File: config.mk
export PLATFORM = sky130hd
export DESIGN_NAME = rx_fifo_writer
export DESIGN_NICKNAME = d
export VERILOG_FILES = /design/src/rtl/rx_fifo_writer.sv
export SDC_FILE = /design/constraint.sdc
export NUM_CORES = 1
export LEC_CHECK = 0
export ABC_AREA = 1
export BUFFER_PORTS_ARGS = -buffer_cell sky130_fd_sc_hd__buf_2
export CORE_UTILIZATION = 50
export CTS_BUF_LIST = sky130_fd_sc_hd__clkbuf_4
export DETAILED_ROUTE_END_ITERATION = 16
export GPL_TIMING_DRIVEN = 0
export PLACE_DENSITY = 0.69
export SLEW_MARGIN = 20
export SYNTH_ARGS = -nofsm -noshare
export SYNTH_HDL_FRONTEND = slang
export SYNTH_SLANG_ARGS = --single-unit
File: constraint.sdc
create_clock -name clock -period 2.78 [get_ports clock]
set_input_delay 0 -clock clock [delete_from_list [all_inputs] [get_ports clock]]
set_output_delay 0 -clock clock [all_outputs]
set_load 0.05 [all_outputs]
File: src/rtl/rx_fifo_writer.sv
// Receive stage ahead of the RX FIFO: buffers N-chars, drives the FIFO's three-cycle write
// handshake, schedules FCTs and tracks receive credit. Option macro: RX_FIFO_WRITER_CREDIT_CHECK_EN.
module rx_fifo_writer #(
    parameter int DWIDTH      = 9,
    parameter int BUF_AWIDTH  = 2,
    parameter int CREDIT_MAX  = 56,
    parameter int CREDIT_STEP = 8
) (
    input  logic              clock,
    input  logic              reset,
    input  logic              link_run,
    input  logic              rx_char_valid,
    input  logic [DWIDTH-1:0] rx_char,
    input  logic              fifo_full,
    input  logic              fifo_open_slot,
    output logic              fifo_wr_en,
    output logic [DWIDTH-1:0] fifo_data,
    output logic              fct_req,
    input  logic              fct_ack,
    output logic [5:0]        credit,
    output logic              credit_error,
    output logic              buf_overflow
);

    // state     | meaning
    // ST_IDLE   | waiting for a buffered char and room in the FIFO
    // ST_STROBE | fifo_wr_en high for exactly one cycle
    // ST_HOLD   | write enable released, fifo_data held
    // ST_PTR    | FIFO pointer update; may chain straight into the next write
    localparam logic [1:0] ST_IDLE   = 2'd0;
    localparam logic [1:0] ST_STROBE = 2'd1;
    localparam logic [1:0] ST_HOLD   = 2'd2;
    localparam logic [1:0] ST_PTR    = 2'd3;

    localparam int                  DEPTH        = 1 << BUF_AWIDTH;
    localparam logic [BUF_AWIDTH:0] DEPTH_CNT    = (BUF_AWIDTH+1)'(DEPTH);
    localparam logic [BUF_AWIDTH:0] CNT_ONE      = (BUF_AWIDTH+1)'(1);
    localparam logic [BUF_AWIDTH-1:0] PTR_ONE    = (BUF_AWIDTH)'(1);
    localparam logic [2:0]          FCT_INIT     = 3'(CREDIT_MAX / CREDIT_STEP);
    localparam logic [6:0]          CREDIT_LIMIT = 7'(CREDIT_MAX - CREDIT_STEP);
    localparam logic [6:0]          CREDIT_INC   = 7'(CREDIT_STEP);

    logic [DWIDTH-1:0]     buf_mem [DEPTH];
    logic [BUF_AWIDTH-1:0] wr_ptr;
    logic [BUF_AWIDTH-1:0] rd_ptr;
    logic [BUF_AWIDTH:0]   count;
    logic [1:0]            state;
    logic                  link_run_q;
    logic                  open_slot_q;
    logic [2:0]            pending_fct;
    logic [2:0]            pending_nxt;
    logic [6:0]            credit_sum;
    logic [6:0]            credit_nxt;
    logic                  credit_dec;
    logic                  char_in;
    logic                  char_has_credit;
    logic                  char_ok;
    logic                  buf_full;
    logic                  buf_empty;
    logic                  enq;
    logic                  drop;
    logic                  start_wr;
    logic                  ack_ok;
    logic                  link_rise;
    logic                  open_rise;
    logic                  fct_req_nxt;

    assign char_in   = link_run && rx_char_valid;
    assign char_ok   = char_in && char_has_credit;
    assign buf_full  = (count == DEPTH_CNT);
    assign buf_empty = (count == '0);
    assign enq       = char_ok && !buf_full;
    assign drop      = char_ok && buf_full;
    assign start_wr  = link_run && !buf_empty && !fifo_full &&
                       ((state == ST_IDLE) || (state == ST_PTR));

    assign link_rise = link_run && !link_run_q;
    assign open_rise = link_run && fifo_open_slot && !open_slot_q;
    assign ack_ok    = link_run && fct_ack && fct_req && (pending_fct != 3'd0) &&
                       ({1'b0, credit} <= CREDIT_LIMIT);

    // Without credit checking the count still tracks but clamps at zero instead of underflowing.
    assign credit_sum  = {1'b0, credit} + (ack_ok ? CREDIT_INC : 7'd0);
    assign credit_dec  = char_ok && (credit_sum != 7'd0);
    assign credit_nxt  = credit_sum - {6'd0, credit_dec};

    always_comb begin
        pending_nxt = pending_fct;
        if (ack_ok)
            pending_nxt = pending_nxt - 3'd1;
        if (open_rise && (pending_nxt != 3'd7))
            pending_nxt = pending_nxt + 3'd1;
        if (link_rise)
            pending_nxt = FCT_INIT;
    end

    assign fct_req_nxt = link_run && (pending_nxt != 3'd0) && (credit_nxt <= CREDIT_LIMIT);

`ifdef RX_FIFO_WRITER_CREDIT_CHECK_EN
    logic credit_error_q;

    assign char_has_credit = (credit != 6'd0);
    assign credit_error    = credit_error_q;

    always_ff @(posedge clock or negedge reset) begin
        if (!reset)
            credit_error_q <= 1'b0;
        else if (!link_run)
            credit_error_q <= 1'b0;
        else if (char_in && !char_has_credit)
            credit_error_q <= 1'b1;
    end
`else
    assign char_has_credit = 1'b1;
    assign credit_error    = 1'b0;
`endif

    always_ff @(posedge clock or negedge reset) begin
        if (!reset) begin
            link_run_q  <= 1'b0;
            open_slot_q <= 1'b0;
            pending_fct <= 3'd0;
            credit      <= 6'd0;
            fct_req     <= 1'b0;
        end else begin
            link_run_q  <= link_run;
            open_slot_q <= fifo_open_slot;
            if (!link_run) begin
                pending_fct <= 3'd0;
                credit      <= 6'd0;
                fct_req     <= 1'b0;
            end else begin
                pending_fct <= pending_nxt;
                credit      <= credit_nxt[5:0];
                fct_req     <= fct_req_nxt;
            end
        end
    end

    always_ff @(posedge clock) begin
        if (enq)
            buf_mem[wr_ptr] <= rx_char;
    end

    always_ff @(posedge clock or negedge reset) begin
        if (!reset) begin
            wr_ptr       <= '0;
            rd_ptr       <= '0;
            count        <= '0;
            buf_overflow <= 1'b0;
        end else if (!link_run) begin
            wr_ptr       <= '0;
            rd_ptr       <= '0;
            count        <= '0;
            buf_overflow <= 1'b0;
        end else begin
            if (enq)
                wr_ptr <= wr_ptr + PTR_ONE;
            if (start_wr)
                rd_ptr <= rd_ptr + PTR_ONE;
            if (enq && !start_wr)
                count <= count + CNT_ONE;
            else if (!enq && start_wr)
                count <= count - CNT_ONE;
            if (drop)
                buf_overflow <= 1'b1;
        end
    end

    // The handshake runs to completion regardless of link_run so FIFO pointers stay coherent.
    always_ff @(posedge clock or negedge reset) begin
        if (!reset) begin
            state      <= ST_IDLE;
            fifo_wr_en <= 1'b0;
            fifo_data  <= '0;
        end else begin
            fifo_wr_en <= 1'b0;
            case (state)
                ST_IDLE, ST_PTR: begin
                    if (start_wr) begin
                        state      <= ST_STROBE;
                        fifo_wr_en <= 1'b1;
                        fifo_data  <= buf_mem[rd_ptr];
                    end else begin
                        state <= ST_IDLE;
                    end
                end
                ST_STROBE: state <= ST_HOLD;
                ST_HOLD:   state <= ST_PTR;
                default:   state <= ST_IDLE;
            endcase
        end
    end

endmodule

==> metrics.txt <==
Worst slew margin a little under two fifths; Max Cap Viol 0; Die Area between 6000 and 7000 um2; area leader, netlist edfxtp_1; synthesized net count about 340; Worst VDD drop approximately 0.75 mV; largest fanout on the critical path 3; Initial Util 52.6%; top cells by area, synth edfxtp_1 34%, dfrtp_1 25%, nor2_1 7.7%, ha_1 5.2%, o21ai_0 4.0%; most numerous cell in the Yosys netlist nor2_1; Remaining Overflow, GRT 0; Max Slew Vio Count 0; Cells after Synth about 310; switch share 41.7%; CTS tree yes; Clock Skews 25.6 ps; DR WL/cell approximately 13 um; CTS buffer count 9; Cell Area, Synth 3150 um2; period utilisation layout 91.7%; register bit total from synthesis 68; GPL Wtd Cong about 0.75; Tmin final ~2600 ps; post-synthesis mux area share 0%; Psw between 1.5 and 2 mW; largest net degree at the start of global routing 33; clock-pin slew on the worst setup and hold paths 130 ps; unrepaired setup endpoints after global routing false; sequential cell area fraction in the yosys report between 50% and 60%; setup TNS 0 ps; post-synthesis compound-gate area fraction 8.57%; fillers 445; cell row count 28; placed cell count ~420; buffers added on ports 33; die height a little over 80 um; Finished Cell Area just under 4000 um2; crit path kind reg -> reg; maximum clock path buffer count 2; largest family of logic cells by synthesized area simple AND/OR/NAND/NOR gates; Synth Area in Simple Gates approximately 18%; worst hold slack around 140 ps; io pins 35; Clk pwr share between 15 and 20%; layout cells sized above 1 around 27%; unique cell type count in the Yosys netlist 38; post-synth top area share around 34%; First-pass DRT Iterations 4; Commonest cells post-synth 65 x nor2_1, 36 x edfxtp_1, 33 x inv_1; total number of vias between 2000 and 2500; Mean Syn Cell Area a little over 10 um2; Crit path required time around 3100 ps; placed wire-length estimate around 3800 um; LEAKAGE about 1.7 nW; final hold violations 0; ANT nets after route 0; post-synthesis adder-cell area fraction slightly below 6%; Core Area 5990 um2; DRT iter0 DRCs 91; initial antenna violation count 0; WP data arrival 2910 ps; antenna cells 0; Warnings, synthesis 0; worst hold path class in -> async; worst skew pair latency 430 ps; internal power ~2.2 mW; internal reg-to-reg setup slack 230 ps; Post-Synth XOR/XNOR Area around 1.4%; final setup violation count 0; final non-filler cell total 451; Die W a little over 80 um; crit end category flip-flop; register area between 1500 and 2000 um2; vias in the first global route ~2200; DR DRC count 0; Clock Sinks slightly below 70; Synth Flop Type edfxtp_1; gr usage total just over 20%; combinational power share 42.4%; first-pass GRT wire length ~9500 um; Fmax roughly 400 MHz; status complete, no violations; Post-DP Area between 3000 and 4000 um2; register share of total power between 30 and 40%; Cell Pwr Density 962 nW/um2; Critical Path Source Type flip-flop; Clock Tree Root clkbuf_4; multi-input logic area 1150 um2; H-tree lvl count 3; Slew @ Worst Pin 939 ps; Layout area overhead 22.6%; FFs w/ async S/R, synth a little under half; nets@finish 401; Post-synth EDFFs 36; vias per cell slightly below 5; Post-Route WL 6010 um
state kept, by name, indices dropped and copies added, names as in the netlist:
signal,flops
fifo_data,9
fct_req,1
open_slot_q,1
link_run_q,1
count,3
state,2
rd_ptr,2
fifo_wr_en,1
pending_fct,3
wr_ptr,2
buf_mem,36
buf_overflow,1
credit,6
kinds of logic (layout without fill, tap and decap cells):
group | Yosys count | after routing
compound gates | 46 | 46
xor+xnor | 5 | 5
fa+ha+maj | 14 | 14
buf+inv | 48 | 117
flops | 68 | 68
other cells | 1 | 1
simple gates | 125 | 125
power by group through the flow:
| stage | sequential (mW) | combinational [mW] | clock [mW] |
|---|---|---|---|
| floorplan | 1.81 | 0.714 | 0 |
| finish | 1.41 | 1.58 | 0.734 |
| global route | 1.43 | 1.72 | 0.786 |
| global placement | 1.40 | 1.42 | 0 |
| detailed placement | 1.41 | 1.44 | 0 |
| CTS | 1.39 | 1.51 | 0.746 |
layout make-up:
class	count	area share (%)
clock buffer	9	1.75
inverter	39	3.95
multi-input combinational	191	29.7
tap	75	2.43
clock inverter	7	2.53
timing repair buffer	53	9.06
sequential	68	48.8
buffer	9	1.75
repair_timing:
item                       CTS  global route
gates resized for setup     10            11
pin swaps                    2             3
hold buffers                14             0
hold endpoints to repair    75             0
buffers inserted             3             3
setup endpoints to repair    2             2
metrics by stage:
stage	power [mW]	setup WS [ps]	util [%]
after floorplan	2.52	29.5	-
after global placement	2.82	-293	57.1
after detailed placement	2.85	-297	57.1
after CTS	3.65	3.38	63.2
after global routing	3.94	63.1	64.5
final	3.72	230	64.5
cell usage in the layout, fill, tap and decap left out, types with 5 or more instances in the layout:
cell	count
nor2_1	64
buf_2	36
edfxtp_1	36
nand2_1	31
inv_1	28
dfrtp_1	28
o21ai_0	24
nand3_1	14
dlygate4sd3_1	14
clkbuf_4	9
buf_4	8
a31oi_1	8
ha_1	8
inv_2	7
a21oi_1	5
path summary, 6_finish.rpt:
path,from,end,cells past startpoint
max in group asynchronous,reset,credit[1],2
worst max-delay path,pending_fct[0],fct_req,21
worst min-delay path,reset,fifo_data[4],2
min in group clock,fifo_open_slot,open_slot_q,2
worst min register to register,buf_overflow,buf_overflow,1
worst max register to register,pending_fct[0],fct_req,21
routing by layer:
| metal | vias to the layer above | GRT usage, % | share of wire, % |
|---|---|---|---|
| li1 | 1146 | - | - |
| met1 | 1008 | 23.4 | 45 |
| met2 | 43 | 34.8 | 50 |
| met3 | 10 | 4.83 | 3.0 |
| met4 | 0 | 11.8 | 2.0 |
| met5 | - | 0 | 0 |
critical path, cell delays in order (launching register included):
cell     delay, ps
dfrtp_1        400
inv_2           80
ha_2           170
inv_2           40
nor2_4          90
nor2_4          50
nand2_4         60
inv_4           50
ha_4           160
xnor2_4        140
nand4_1        100
o21ai_1        120
inv_1           70
ha_4           170
ha_4           170
xnor2_2        150
nand3_1         90
nor2_1         100
nor2_1          50
nand2_1         60
nand2_1         60
a21oi_2         90
Note: power is estimated with default switching activity, not from simulation.
